[config.mk]
export PLATFORM = sky130hd
export DESIGN_NAME = div16u_seq
export DESIGN_NICKNAME = d
export VERILOG_FILES = /design/src/rtl/div16u_seq.sv
export SDC_FILE = /design/constraint.sdc
export NUM_CORES = 1
export LEC_CHECK = 0
export ABC_AREA = 1
export BUFFER_PORTS_ARGS = -buffer_cell sky130_fd_sc_hd__buf_2
export CORE_MARGIN = 2
export CORE_UTILIZATION = 37
export DETAILED_ROUTE_END_ITERATION = 8
export GPL_TIMING_DRIVEN = 1
export MAX_ROUTING_LAYER = met4
export PLACE_DENSITY = 0.6
export SLEW_MARGIN = 0
export SYNTH_ARGS = -nofsm -noshare
export SYNTH_HDL_FRONTEND = slang
export SYNTH_SLANG_ARGS = --single-unit
[constraint.sdc]
create_clock -name clk -period 2 [get_ports clk]
set_input_delay 0.1 -clock clk [delete_from_list [all_inputs] [get_ports clk]]
set_output_delay 0.1 -clock clk [all_outputs]
set_load 0.005 [all_outputs]
[src/rtl/div16u_seq.sv]
// div16u_seq: sequential 16-bit by 8-bit unsigned restoring divider.
// One quotient bit per clock, MSB first; result registered and held until
// the next accepted start. A zero divisor short-circuits straight to DONE.
module div16u_seq (
  input  logic        clk,
  input  logic        rst,
  input  logic        start,
  input  logic [15:0] dividend,
  input  logic [7:0]  divisor,
  output logic [15:0] quotient,
  output logic [7:0]  remainder,
  output logic        ready,
  output logic        busy,
  output logic        div_by_zero
);

  typedef enum logic [1:0] {IDLE, BUSY, DONE} state_t;

  state_t      state;
  logic [15:0] dvd;      // dividend bits shift out the top, quotient bits shift in the bottom
  logic [7:0]  dvs;
  logic [8:0]  prem;     // partial remainder, one bit wider than the divisor
  logic [3:0]  cnt;
  logic [9:0]  step;     // {next partial remainder, quotient bit}

  // One restoring step: shift in the next dividend bit, subtract if it fits.
  function automatic logic [9:0] restore_step(input logic [8:0] pr,
                                              input logic       bitin,
                                              input logic [7:0] d);
    logic [9:0] trial;
    logic [9:0] diff;
    trial = {pr, bitin};
    diff  = trial - {2'b00, d};
    if (trial >= {2'b00, d})
      return {diff[8:0], 1'b1};
    else
      return {trial[8:0], 1'b0};
  endfunction

  // Combinational next step from the current partial remainder and dividend MSB.
  always_comb begin
    step = restore_step(prem, dvd[15], dvs);
  end

  // Control FSM, datapath iteration and registered outputs.
  always_ff @(posedge clk or posedge rst) begin
    if (rst) begin
      state       <= IDLE;
      dvd         <= '0;
      dvs         <= '0;
      prem        <= '0;
      cnt         <= '0;
      quotient    <= '0;
      remainder   <= '0;
      ready       <= 1'b0;
      busy        <= 1'b0;
      div_by_zero <= 1'b0;
    end else begin
      case (state)
        IDLE, DONE: begin
          if (start) begin
            if (divisor == 8'd0) begin
              state       <= DONE;
              quotient    <= 16'hFFFF;
              remainder   <= dividend[7:0];
              div_by_zero <= 1'b1;
              ready       <= 1'b1;
              busy        <= 1'b0;
            end else begin
              state       <= BUSY;
              dvd         <= dividend;
              dvs         <= divisor;
              prem        <= '0;
              cnt         <= '0;
              div_by_zero <= 1'b0;
              ready       <= 1'b0;
              busy        <= 1'b1;
            end
          end
        end
        BUSY: begin
          prem <= step[9:1];
          dvd  <= {dvd[14:0], step[0]};
          cnt  <= cnt + 4'd1;
          if (cnt == 4'd15) begin
            state     <= DONE;
            quotient  <= {dvd[14:0], step[0]};
            remainder <= step[8:1];
            ready     <= 1'b1;
            busy      <= 1'b0;
          end
        end
        default: begin
          state <= IDLE;
          ready <= 1'b0;
          busy  <= 1'b0;
        end
      endcase
    end
  end

endmodule

==> out/qor.csv, run 1 <==
stage,metric,value,unit
min_path,hp-start,dividend[15],
routing,drt_drc_violations_left,0,
grt,use_met3,3.508,%
pwr,switchingPower,3.365,mW
sta,relSlewSlack,58.48,%
clock_network,htreeDepth,3,
place,placed_area,3716,um2
sta,clock_skew,0.01023,ns
logic_synthesis,synth_nets,434,
cells_and_area,postLayoutCoreUtil,48.28,%
critical_path,cp_max_fo,7,
logic_synthesis,syn_area_per_cell,8.260,um2
logic_synthesis,synthXorXnorAreaFrac,1.335,%
floorplanning,core_region_area,8678,um2
logic_synthesis,ys_types,30,
sta,clock.fmax,0.5161,GHz
place,dp_cells,555,
min_path,holdPathEnd,dvd[15],
critical_path,reg2reg_depth,13,
floorplanning,die_x,98.15,um
logic_synthesis,synthTopCellsByArea,"dfrtp_1 49%, nand2_1 11%, o21ai_0 6.1%",
routing,drtPass1Iterations,4,
logic_synthesis,synth_fa_ha_area_share,4.044,%
grt,top_usage_layer,met2,
critical_path,timing.rr.end,remainder[7],
logic_synthesis,synth_top_area_share,48.84,%
sta,worst_pin_slew,0.6219,ns
sta,holdWs,0.05676,ns
grt,antenna_found_initial,0,
sta,setup_tns,0,ns
routing,drt-initial-drc-count,176,
routing,ant_nets,0,
place,gp_congestion,0.8668,
grt,use_met2,26.66,%
routing,routed-via-count,2874,
pwr,p_clk_share,15.2,%
sta,slew_violations,0,
min_path,hold_path_depth,3,
cells_and_area,stdcell_count,592,
logic_synthesis,synth_mux_area_share,0,%
clock_network,numCtsBuffers,9,
critical_path,timing_worst_setup_path_type,reg -> reg,
logic_synthesis,synth_cells,397,
clock_network,tritoncts,yes,
sta,finalSetupViolations,0,
clock_network,clock-root-buffer,clkbuf_8,
floorplanning,initial_utilization,37.79,%
logic_synthesis,syn_area,3279,um2
critical_path,critPathCaptureType,flop,
routing,drt_wl_total,7753,um
cells_and_area,syn2layout_area_growth,27.78,%
floorplanning,fp.dieH,98.15,um
sta,final_hold_viol_count,0,
critical_path,arrival,2.23,ns
critical_path,critPathRequiredTime,2.30,ns
routing,via_per_inst,4.855,
pwr,power.leakage,2.005,nW
sta,timing.final.ws_setup,0.06249,ns
critical_path,reg2reg_slack,0.06,ns
grt,grt_pass1_vias,2801,
pwr,p_comb_share,54.9,%
cells_and_area,layout_commonest_cell,nand2_1,
floorplanning,num_io_pins,54,
place,io_buffer_count,53,
grt,grt-ovfl-total,0,
cells_and_area,finalInstanceArea,4190,um2
critical_path,timing.rr.start,dvd[15],
logic_synthesis,yosysTopAreaCell,dfrtp_1,
logic_synthesis,yosys_warnings,0,
cells_and_area,n_antenna_cell,0,
logic_synthesis,synth_top_family_by_area,simple AND/OR/NAND/NOR gates,
pwr,vdd_ir_drop_max,0.6426,mV
pwr,power_frac_seq,29.9,%
grt,grt_max_degree,39,
flow_run,cap_violations,0,
min_path,hold_path.class,in -> reg,
sta,period_needed,1.938,ns
logic_synthesis,yosysSeqAreaShare,48.84,%
sta,fin_crit_sh,96.88,%
pwr,internal-power,4.208,mW
critical_path,crit_path_start_kind,flop,
run_status,status,finished clean,
cells_and_area,final_cell_mix,"89 x nand2_1, 64 x dfrtp_1, 53 x buf_2, 47 x inv_1, 40 x o21ai_0",
pwr,cellPowerDensity,1807,nW/um2
floorplanning,die-area,9632,um2
sta,rsz0062_at_grt,true,
cells_and_area,drive_gt1_share,25.41,%
place,dp_hpwl,5483,um
logic_synthesis,yosys_register_bits,64,
logic_synthesis,synth_compound_area_share,13.09,%
clock_network,clock_sinks,64,
routing,route.detailed.wl_per_inst,13.10,um
cells_and_area,finalNetCount,516,
clock_network,clock_path_buffers,2,
clock_network,clkTransAtPathRegs,0.07,ns
pwr,p_sw_share,44.43,%
grt,grt_pass1_wl,12950,um
grt,track_usage,17.27,%
logic_synthesis,synth_simple_gate_area_share,23.96,%
grt,use_met1,22.44,%
clock_network,clk_latency,0.35,ns
floorplanning,rows,34,
pwr,totalPowerFinal,7.573,mW
place,dpl_worst_slack,-0.06285,ns
==> critical path: stages, from the launching register on <==
cell     delay [ns]
dfrtp_1        0.39
inv_2          0.08
ha_4           0.13
inv_2          0.04
fa_2           0.34
nand3_2        0.07
nand3_2        0.07
nand2_2        0.11
nand3_4        0.13
nor2_4         0.24
nand2_1        0.11
nand3_1        0.10
nand2_1        0.05
inv_1          0.04
==> cell type report <==
class | count | area, um2
inverters | 54 | 202.7
clock buffers | 10 | 137.6
multi-input cells | 266 | 1470
well taps | 108 | 135.1
flip-flops and latches | 64 | 1602
clock inverters | 6 | 67.56
repair buffers | 84 | 575.6
fillers | 864 | 4488
==> worst max-delay path by stage <==
stage | startpoint | to
2_1_floorplan | dvd[15] | remainder[5]
3_3_place_gp | dvd[15] | remainder[7]
3_5_place_dp | dvd[15] | remainder[2]
4_1_cts | dvd[15] | remainder[5]
5_1_grt | prem[5] | remainder[4]
6_report | dvd[15] | remainder[7]
==> cell usage after synthesis (all sizes together) <==
cell    instances
buf            11
a21boi          3
or2             8
nand2          96
nand4           1
a31oi          15
dfrtp          64
nand3          27
nand3b          6
a21oi          15
o211ai          1
ha              9
clkbuf          3
inv            54
o22ai           1
xor2            5
o21ai          43
a22o            1
fa              1
nor2           33
==> registers in the layout, summed over array words and instances, names as in the netlist <==
register	cells
ready	1
state	1
div_by_zero	1
remainder	8
quotient	16
cnt	4
dvd	16
dvs	8
prem	9
==> repair_timing <==
action,4_1_cts,5_1_grt
buffers inserted,1,3
resized for setup,4,16
endpoints found under the setup margin,9,18
endpoints found under the hold margin,41,0
pin swaps,1,6
gates cloned,1,0
hold buffers,16,0
==> cell families after synthesis <==
logic type	after synthesis
buffers and inverters	68
and+or+nand+nor	171
AOI/OAI and AO/OA	79
adders and majority gates	10
xor gates and xnor gates	5
DFF	64
==> power groups by stage <==
stage / sequential, mW / clock, mW / combinational (mW)
5_1_grt: 2.33 / 1.24 / 4.74
3_3_place_gp: 2.27 / 0 / 3.80
6_report: 2.26 / 1.15 / 4.16
2_1_floorplan: 2.22 / 0 / 2.76
4_1_cts: 2.25 / 1.18 / 4.00
3_5_place_dp: 2.27 / 0 / 3.87
==> metal layers <==
metal,vias up,part of all wire (%),routed length [um]
li1,1450,-,-
met1,1351,46,3602
met2,57,47,3632
met3,16,4.6,355
met4,0,2.1,163
met5,-,0,0
Power figures use the tool's default switching activity.
==> inputs of run 2 (changes only) <==
- ABC_AREA: 1 -> default
- PLACE_DENSITY: 0.6 -> 0.61
==> run 2 against run 1 <==
  * The run now ends with setup timing left
  * Sequential share of layout area down 2.3 points
  * Clock power up 23%
  * Via count up 3.4%
  * First-iteration DRC count down 14%
  * Critical path depth down 3
  * Cell count down 2.9%
  * Largest power group unchanged
==> out/qor.csv, run 2 <==
stage,metric,value,unit,change
run_status,status,finished with violations,,
run_status,violations,setup timing,,
grt,grt_max_degree,51,,+31%
floorplanning,die-area,9446,um2,-1.9%
floorplanning,core_region_area,8299,um2,-4.4%
critical_path,timing_worst_setup_path_type,reg -> reg,,
sta,fin_crit_sh,118.8,%,+22 points
logic_synthesis,synth_nets,393,,-9.4%
cells_and_area,multi_input_area,1627,um2,+11%
grt,grt_pass1_wl,14590,um,+13%
critical_path,path_delay_family,compound AO/OA/AOI/OAI gates,,
critical_path,cp_max_fo,3,,-4
grt,track_usage,19.70,%,+2.4 points
routing,via_per_inst,5.169,,+6.5%
critical_path,slowest_delay,0.37,ns,-0.02 ns
floorplanning,initial_utilization,38.72,%,+0.93 points
sta,period_needed,2.376,ns,+0.4383 ns
routing,ant_nets,0,,unchanged
sta,slew_violations,0,,unchanged
logic_synthesis,async_flop_share,100.0,%,unchanged
cells_and_area,finalInstanceArea,4462,um2,+6.5%
clock_network,clk_latency,0.35,ns,about the same
sta,clock_skew,0.01135,ns,+0.001122 ns
logic_synthesis,synth_most_common_cell,dfrtp_1,,
grt,grt-ovfl-total,0,,unchanged
sta,worst_pin_slew,0.4986,ns,-0.1233 ns
sta,timing.final.ws_setup,-0.3758,ns,-0.4383 ns
cells_and_area,final_cell_mix,"63 x dfrtp_1, 60 x nor2_1, 53 x buf_2, 51 x buf_4, 44 x nand2_1",,
sta,relSlewSlack,66.45,%,+8.0 points
logic_synthesis,yosys_warnings,0,,unchanged
sta,final_hold_viol_count,0,,unchanged
logic_synthesis,yosysSeqAreaShare,49.84,%,+1.0 points
logic_synthesis,synthTopCellsByArea,"dfrtp_1 50%, nor2_1 7.1%, nand2_1 5.1%",,
cells_and_area,regArea,1603,um2,about the same
logic_synthesis,syn_area,3213,um2,-2.0%
critical_path,cp_slowest_cell,dfrtp_1,,
routing,drtPass1Iterations,4,,unchanged
pwr,vdd_ir_drop_max,0.8641,mV,+34%
pwr,p_sw_share,38.99,%,-5.4 points
critical_path,reg2reg_slack,-0.38,ns,-0.44 ns
routing,drt-initial-drc-count,152,,-14%
cells_and_area,syn2layout_area_growth,38.86,%,
cells_and_area,layout_commonest_cell,dfrtp_1,,
cells_and_area,stdcell_count,575,,-2.9%
place,placed_area,3944,um2,+6.1%
pwr,p_clk_share,17.0,%,+1.8 points
critical_path,crit_path_start_kind,flop,,
pwr,switchingPower,3.249,mW,-3.5%
place,dpl_worst_slack,-0.4339,ns,-0.3710 ns
logic_synthesis,synth_common_cells,"64 x dfrtp_1, 61 x nor2_1, 44 x nand2_1, 21 x a21oi_1",,
min_path,hold_path.class,in -> reg,,
clock_network,htreeDepth,3,,unchanged
flow_run,cap_violations,0,,unchanged
sta,finalSetupViolations,18,,+18
critical_path,cp_num_buf_inv,3,,unchanged
sta,setup_tns,-5.100,ns,-5.100 ns
logic_synthesis,ys_types,47,,+57%
place,dp_hpwl,6159,um,+12%
cells_and_area,postLayoutCoreUtil,53.76,%,+5.5 points
place,gp_congestion,0.8734,,+0.76%
sta,rsz0062_at_grt,true,,
clock_network,numCtsBuffers,9,,unchanged
logic_synthesis,yosysTopAreaCell,dfrtp_1,,
sta,holdWs,0.01035,ns,-0.04641 ns
grt,grt_pass1_vias,2943,,+5.1%
pwr,internal-power,5.083,mW,+21%
routing,routed-via-count,2972,,+3.4%
grt,antenna_found_initial,0,,unchanged
pwr,totalPowerFinal,8.331,mW,+10%
clock_network,tritoncts,yes,,
pwr,p_comb_share,55.8,%,+0.9 points
floorplanning,die_x,97.19,um,-0.97%
floorplanning,num_io_pins,54,,unchanged
critical_path,cpMostUsedCell,inv_2,,
clock_network,clock-root-buffer,clkbuf_8,,
critical_path,cp_cell_sequence,inv_2 -> ha_4 -> inv_2 -> fa_2 -> a211oi_4 -> o21bai_2 -> a2111oi_4 -> buf_4 -> mux2i_2 -> o22ai_1,,
cells_and_area,drive_gt1_share,33.40,%,+8.0 points
floorplanning,fp.dieH,97.19,um,-0.97%
logic_synthesis,yosys_register_bits,64,,unchanged
clock_network,clock_path_buffers,2,,unchanged
cells_and_area,num-fill-cells,763,,-12%
sta,clock.fmax,0.4209,GHz,-18%
logic_synthesis,synth_cells,356,,-10%
pwr,power_frac_seq,27.2,%,-2.7 points
cells_and_area,n_antenna_cell,0,,unchanged
logic_synthesis,syn_area_per_cell,9.026,um2,+9.3%
place,dp_cells,544,,-2.0%
place,io_buffer_count,53,,unchanged
cells_and_area,finalNetCount,502,,-2.7%
clock_network,clock_sinks,64,,unchanged
logic_synthesis,synth_enable_flop_cells,0,,unchanged
routing,route.detailed.wl_per_inst,15.21,um,+16%
logic_synthesis,synth_top_flop_cell,dfrtp_1,,
clock_network,clkTransAtPathRegs,0.07,ns,about the same
routing,drt_drc_violations_left,0,,unchanged
pwr,cellPowerDensity,1867,nW/um2,+3.3%
routing,drt_wl_total,8746,um,+13%
floorplanning,rows,33,,-2.9%
critical_path,critPathCaptureType,flop,,
critical_path,arrival,2.60,ns,+0.37 ns
critical_path,critPathRequiredTime,2.23,ns,-0.07 ns
pwr,power.leakage,1.983,nW,-1.1%
logic_synthesis,synth_top_area_share,49.84,%,+1.0 points
cells_and_area,largestRegisters,"dvd (16), quotient (16), prem (9)",,
-- run 2: path summary, 6_finish.rpt --
path,start,endpoint,cells after the start
worst min register to register,div_by_zero,div_by_zero,2
max in group asynchronous,rst,prem[2],4
min in group asynchronous,rst,ready,3
worst max-delay path,dvd[15],remainder[1],10
worst max register to register,dvd[15],remainder[1],10
worst min-delay path,divisor[4],dvs[4],3
-- run 2: timing repair --
item | 4_1_cts | 5_1_grt
resized for setup | 12 | 12
endpoints found under the hold margin | 21 | 0
hold buffers | 8 | 0
pin swaps | 11 | 5
endpoints found under the setup margin | 19 | 27
buffers inserted | 5 | 2
-- run 2: cells by family after synthesis --
| kind of cell | Yosys count | synth area share, % |
|---|---|---|
| and+or+nand+nor | 161 | 22.66 |
| adders and majority gates | 10 | 4.128 |
| AOI/OAI and AO/OA | 85 | 17.21 |
| muxes | 4 | 1.402 |
| DFF | 64 | 49.84 |
| xor gates and xnor gates | 3 | 0.8179 |
| buffers and inverters | 29 | 3.933 |
-- run 2: power by group through the flow --
stage | sequential (mW) | clock, mW | combinational, mW
2_1_floorplan | 2.19 | 0 | 2.55
3_3_place_gp | 2.24 | 0 | 3.94
3_5_place_dp | 2.27 | 0 | 4.05
4_1_cts | 2.25 | 1.46 | 4.41
5_1_grt | 2.33 | 1.51 | 5.14
6_report | 2.26 | 1.42 | 4.65
-- run 2: area by class of cell --
cell class,count,share of cell area [%]
Clock buffer,10,3.085
Inverter,10,0.8413
Tap cell,105,2.944
Multi-Input combinational cell,263,36.46
Timing Repair Buffer,117,18.17
Sequential cell,64,35.92
Clock inverter,6,2.580
-- run 2: routing by layer --
layer  vias to the layer above  wire length, um  GRT usage, %
li1                       1475                -             -
met1                      1416             4027         25.34
met2                        69             4202         30.82
met3                        12              398         5.612
met4                         0              119         5.092
met5                         -                0             -
-- run 2: tightest hold or removal path: stages --
cell,delay (ns)
buf_2,0.10
nand2_1,0.05
o21ai_0,0.07
==> inputs of run 3 (changes only) <==
- clock period: 2 -> 2.18 ns (I/O delays scaled with it)
==> run 3 against run 2 <==
  * The run still ends with setup timing left
  * Sequential power shrank 8%
  * Combinational power decreased by 6.2%
  * Register-to-register slack better by 0.14 ns
  * Clock skew is 0.0014 ns lower
  * Total power fell by 11%
  * Core utilization down 1.5 points
  * Clock power is 31% lower
==> out/qor.csv, run 3 (synthesis gave the netlist of run 2 again) <==
stage,metric,value,unit,change
run_status,status,finished with violations,,
run_status,violations,setup timing,,
floorplanning,core_region_area,8299,um2,unchanged
critical_path,critPathRequiredTime,2.42,ns,+0.19 ns
routing,drt-initial-drc-count,102,,-33%
critical_path,slowest_delay,0.53,ns,+0.16 ns
pwr,vdd_ir_drop_max,0.9065,mV,+4.9%
clock_network,clk_latency,0.35,ns,about the same
clock_network,clock_path_buffers,2,,unchanged
cells_and_area,drive_gt1_share,32.24,%,-1.2 points
routing,drt_drc_violations_left,0,,unchanged
clock_network,htreeDepth,3,,unchanged
place,gp_congestion,0.8360,,-4.3%
place,dp_cells,534,,-1.8%
critical_path,cp_max_fo,6,,+3
place,io_buffer_count,53,,unchanged
clock_network,clkTransAtPathRegs,0.08,ns,about the same
sta,slew_violations,0,,unchanged
grt,grt_max_degree,65,,+27%
routing,route.detailed.wl_per_inst,15.67,um,+3.0%
cells_and_area,stdcell_count,561,,-2.4%
critical_path,cp_num_buf_inv,2,,-1
critical_path,cp_cell_sequence,ha_4 -> and4_1 -> o21bai_2 -> a2111oi_4 -> buf_4 -> buf_8 -> or4_4 -> a31o_1,,
clock_network,numCtsBuffers,9,,unchanged
floorplanning,die-area,9446,um2,unchanged
sta,rsz0062_at_grt,true,,
sta,worst_pin_slew,0.9547,ns,+0.4561 ns
cells_and_area,n_antenna_cell,0,,unchanged
sta,final_hold_viol_count,0,,unchanged
sta,timing.final.ws_setup,-0.2321,ns,+0.1437 ns
critical_path,arrival,2.65,ns,+0.05 ns
grt,grt_pass1_vias,2801,,-4.8%
min_path,hold_path.class,in -> reg,,
grt,grt_pass1_wl,14280,um,-2.1%
sta,finalSetupViolations,18,,unchanged
clock_network,clock-root-buffer,clkbuf_8,,
routing,via_per_inst,5.226,,+1.1%
cells_and_area,final_cell_mix,"64 x dfrtp_1, 61 x nor2_1, 53 x buf_2, 43 x nand2_1, 38 x buf_4",,
critical_path,crit_path_start_kind,flop,,
sta,holdWs,0.006988,ns,-0.003365 ns
cells_and_area,largestRegisters,"dvd (16), quotient (16), prem (9)",,
critical_path,path_delay_family,simple AND/OR/NAND/NOR gates,,
cells_and_area,layout_commonest_cell,dfrtp_1,,
place,dp_hpwl,6055,um,-1.7%
floorplanning,initial_utilization,38.72,%,unchanged
floorplanning,rows,33,,unchanged
floorplanning,num_io_pins,54,,unchanged
grt,antenna_found_initial,0,,unchanged
clock_network,tritoncts,yes,,
floorplanning,die_x,97.19,um,unchanged
sta,fin_crit_sh,110.6,%,-8.1 points
sta,clock_skew,0.009946,ns,-0.001402 ns
sta,relSlewSlack,36.12,%,-30 points
critical_path,cp_slowest_cell,or4_4,,
pwr,power.leakage,1.893,nW,-4.5%
routing,routed-via-count,2932,,-1.3%
cells_and_area,finalNetCount,488,,-2.8%
clock_network,clock_sinks,64,,unchanged
critical_path,critPathCaptureType,flop,,
place,dpl_worst_slack,-0.2674,ns,+0.1664 ns
flow_run,cap_violations,0,,unchanged
routing,drtPass1Iterations,4,,unchanged
sta,period_needed,2.412,ns,+0.03628 ns
routing,ant_nets,0,,unchanged
routing,drt_wl_total,8791,um,+0.51%
floorplanning,fp.dieH,97.19,um,unchanged
pwr,cellPowerDensity,1708,nW/um2,-8.5%
grt,grt-ovfl-total,0,,unchanged
sta,clock.fmax,0.4146,GHz,-1.5%
critical_path,timing_worst_setup_path_type,reg -> reg,,
sta,setup_tns,-3.007,ns,+2.092 ns
grt,track_usage,19.46,%,-0.25 points
cells_and_area,syn2layout_area_growth,35.05,%,
==> run 3: repair_timing <==
item / CTS / global route
buffers inserted: 3 / 4
endpoints found under the hold margin: 67 / 0
pin swaps: 14 / 5
endpoints found under the setup margin: 18 / 18
hold buffers: 4 / 0
resized for setup: 11 / 19
==> run 3: per-layer routing <==
layer | GRT usage [%] | share of wire [%] | vias up
li1 | - | - | 1441
met1 | 25.26 | 45 | 1391
met2 | 30.45 | 48 | 91
met3 | 5.252 | 5.6 | 9
met4 | 4.875 | 0.82 | 0
met5 | - | 0 | -
==> run 3: layout make-up <==
type,instances,area [um2]
Fill cell,794,3960
Clock buffer,11,151.4
Multi-Input combinational cell,263,1659
Timing Repair Buffer,103,719.4
Clock inverter,5,38.79
Sequential cell,64,1602
Tap cell,105,131.4
Inverter,10,37.54
==> run 3: worst paths after layout <==
kind / to / cells after the start / slack [ns] / start
max reg2reg: prem[7] / 8 / -0.23 / prem[0]
min reg2reg: div_by_zero / 2 / 0.48 / div_by_zero
max in group asynchronous: remainder[5] / 4 / 1.51 / rst
max: prem[7] / 8 / -0.23 / prem[0]
min in group asynchronous: state[0] / 4 / 0.38 / rst
min: dvs[2] / 3 / 0.007 / divisor[2]
==> run 3: per-stage QoR <==
| stage | power [mW] | utilization (%) | instance area (um2) |
|---|---|---|---|
| 6_report | 7.413 | 52.28 | 4339 |
| 5_1_grt | 7.997 | 52.28 | 4339 |
| 4_1_cts | 6.915 | 50.46 | 4188 |
| 3_5_place_dp | 5.710 | 46.77 | 3881 |
| 3_3_place_gp | 5.607 | 46.77 | 3881 |
| 2_1_floorplan | 4.346 | - | 3228 |
==> run 3: tightest hold or removal path, stage by stage <==
cell and delay (ns):
buf_2 0.10, nand2_1 0.04, o21ai_0 0.06
==> run 3: report_power, final <==
part	internal (mW)	total, mW	switching, mW
Sequential	1.71	2.08	0.374
Combinational	2.19	4.36	2.16
Clock	0.483	0.977	0.495
Total	4.38	7.41	3.03
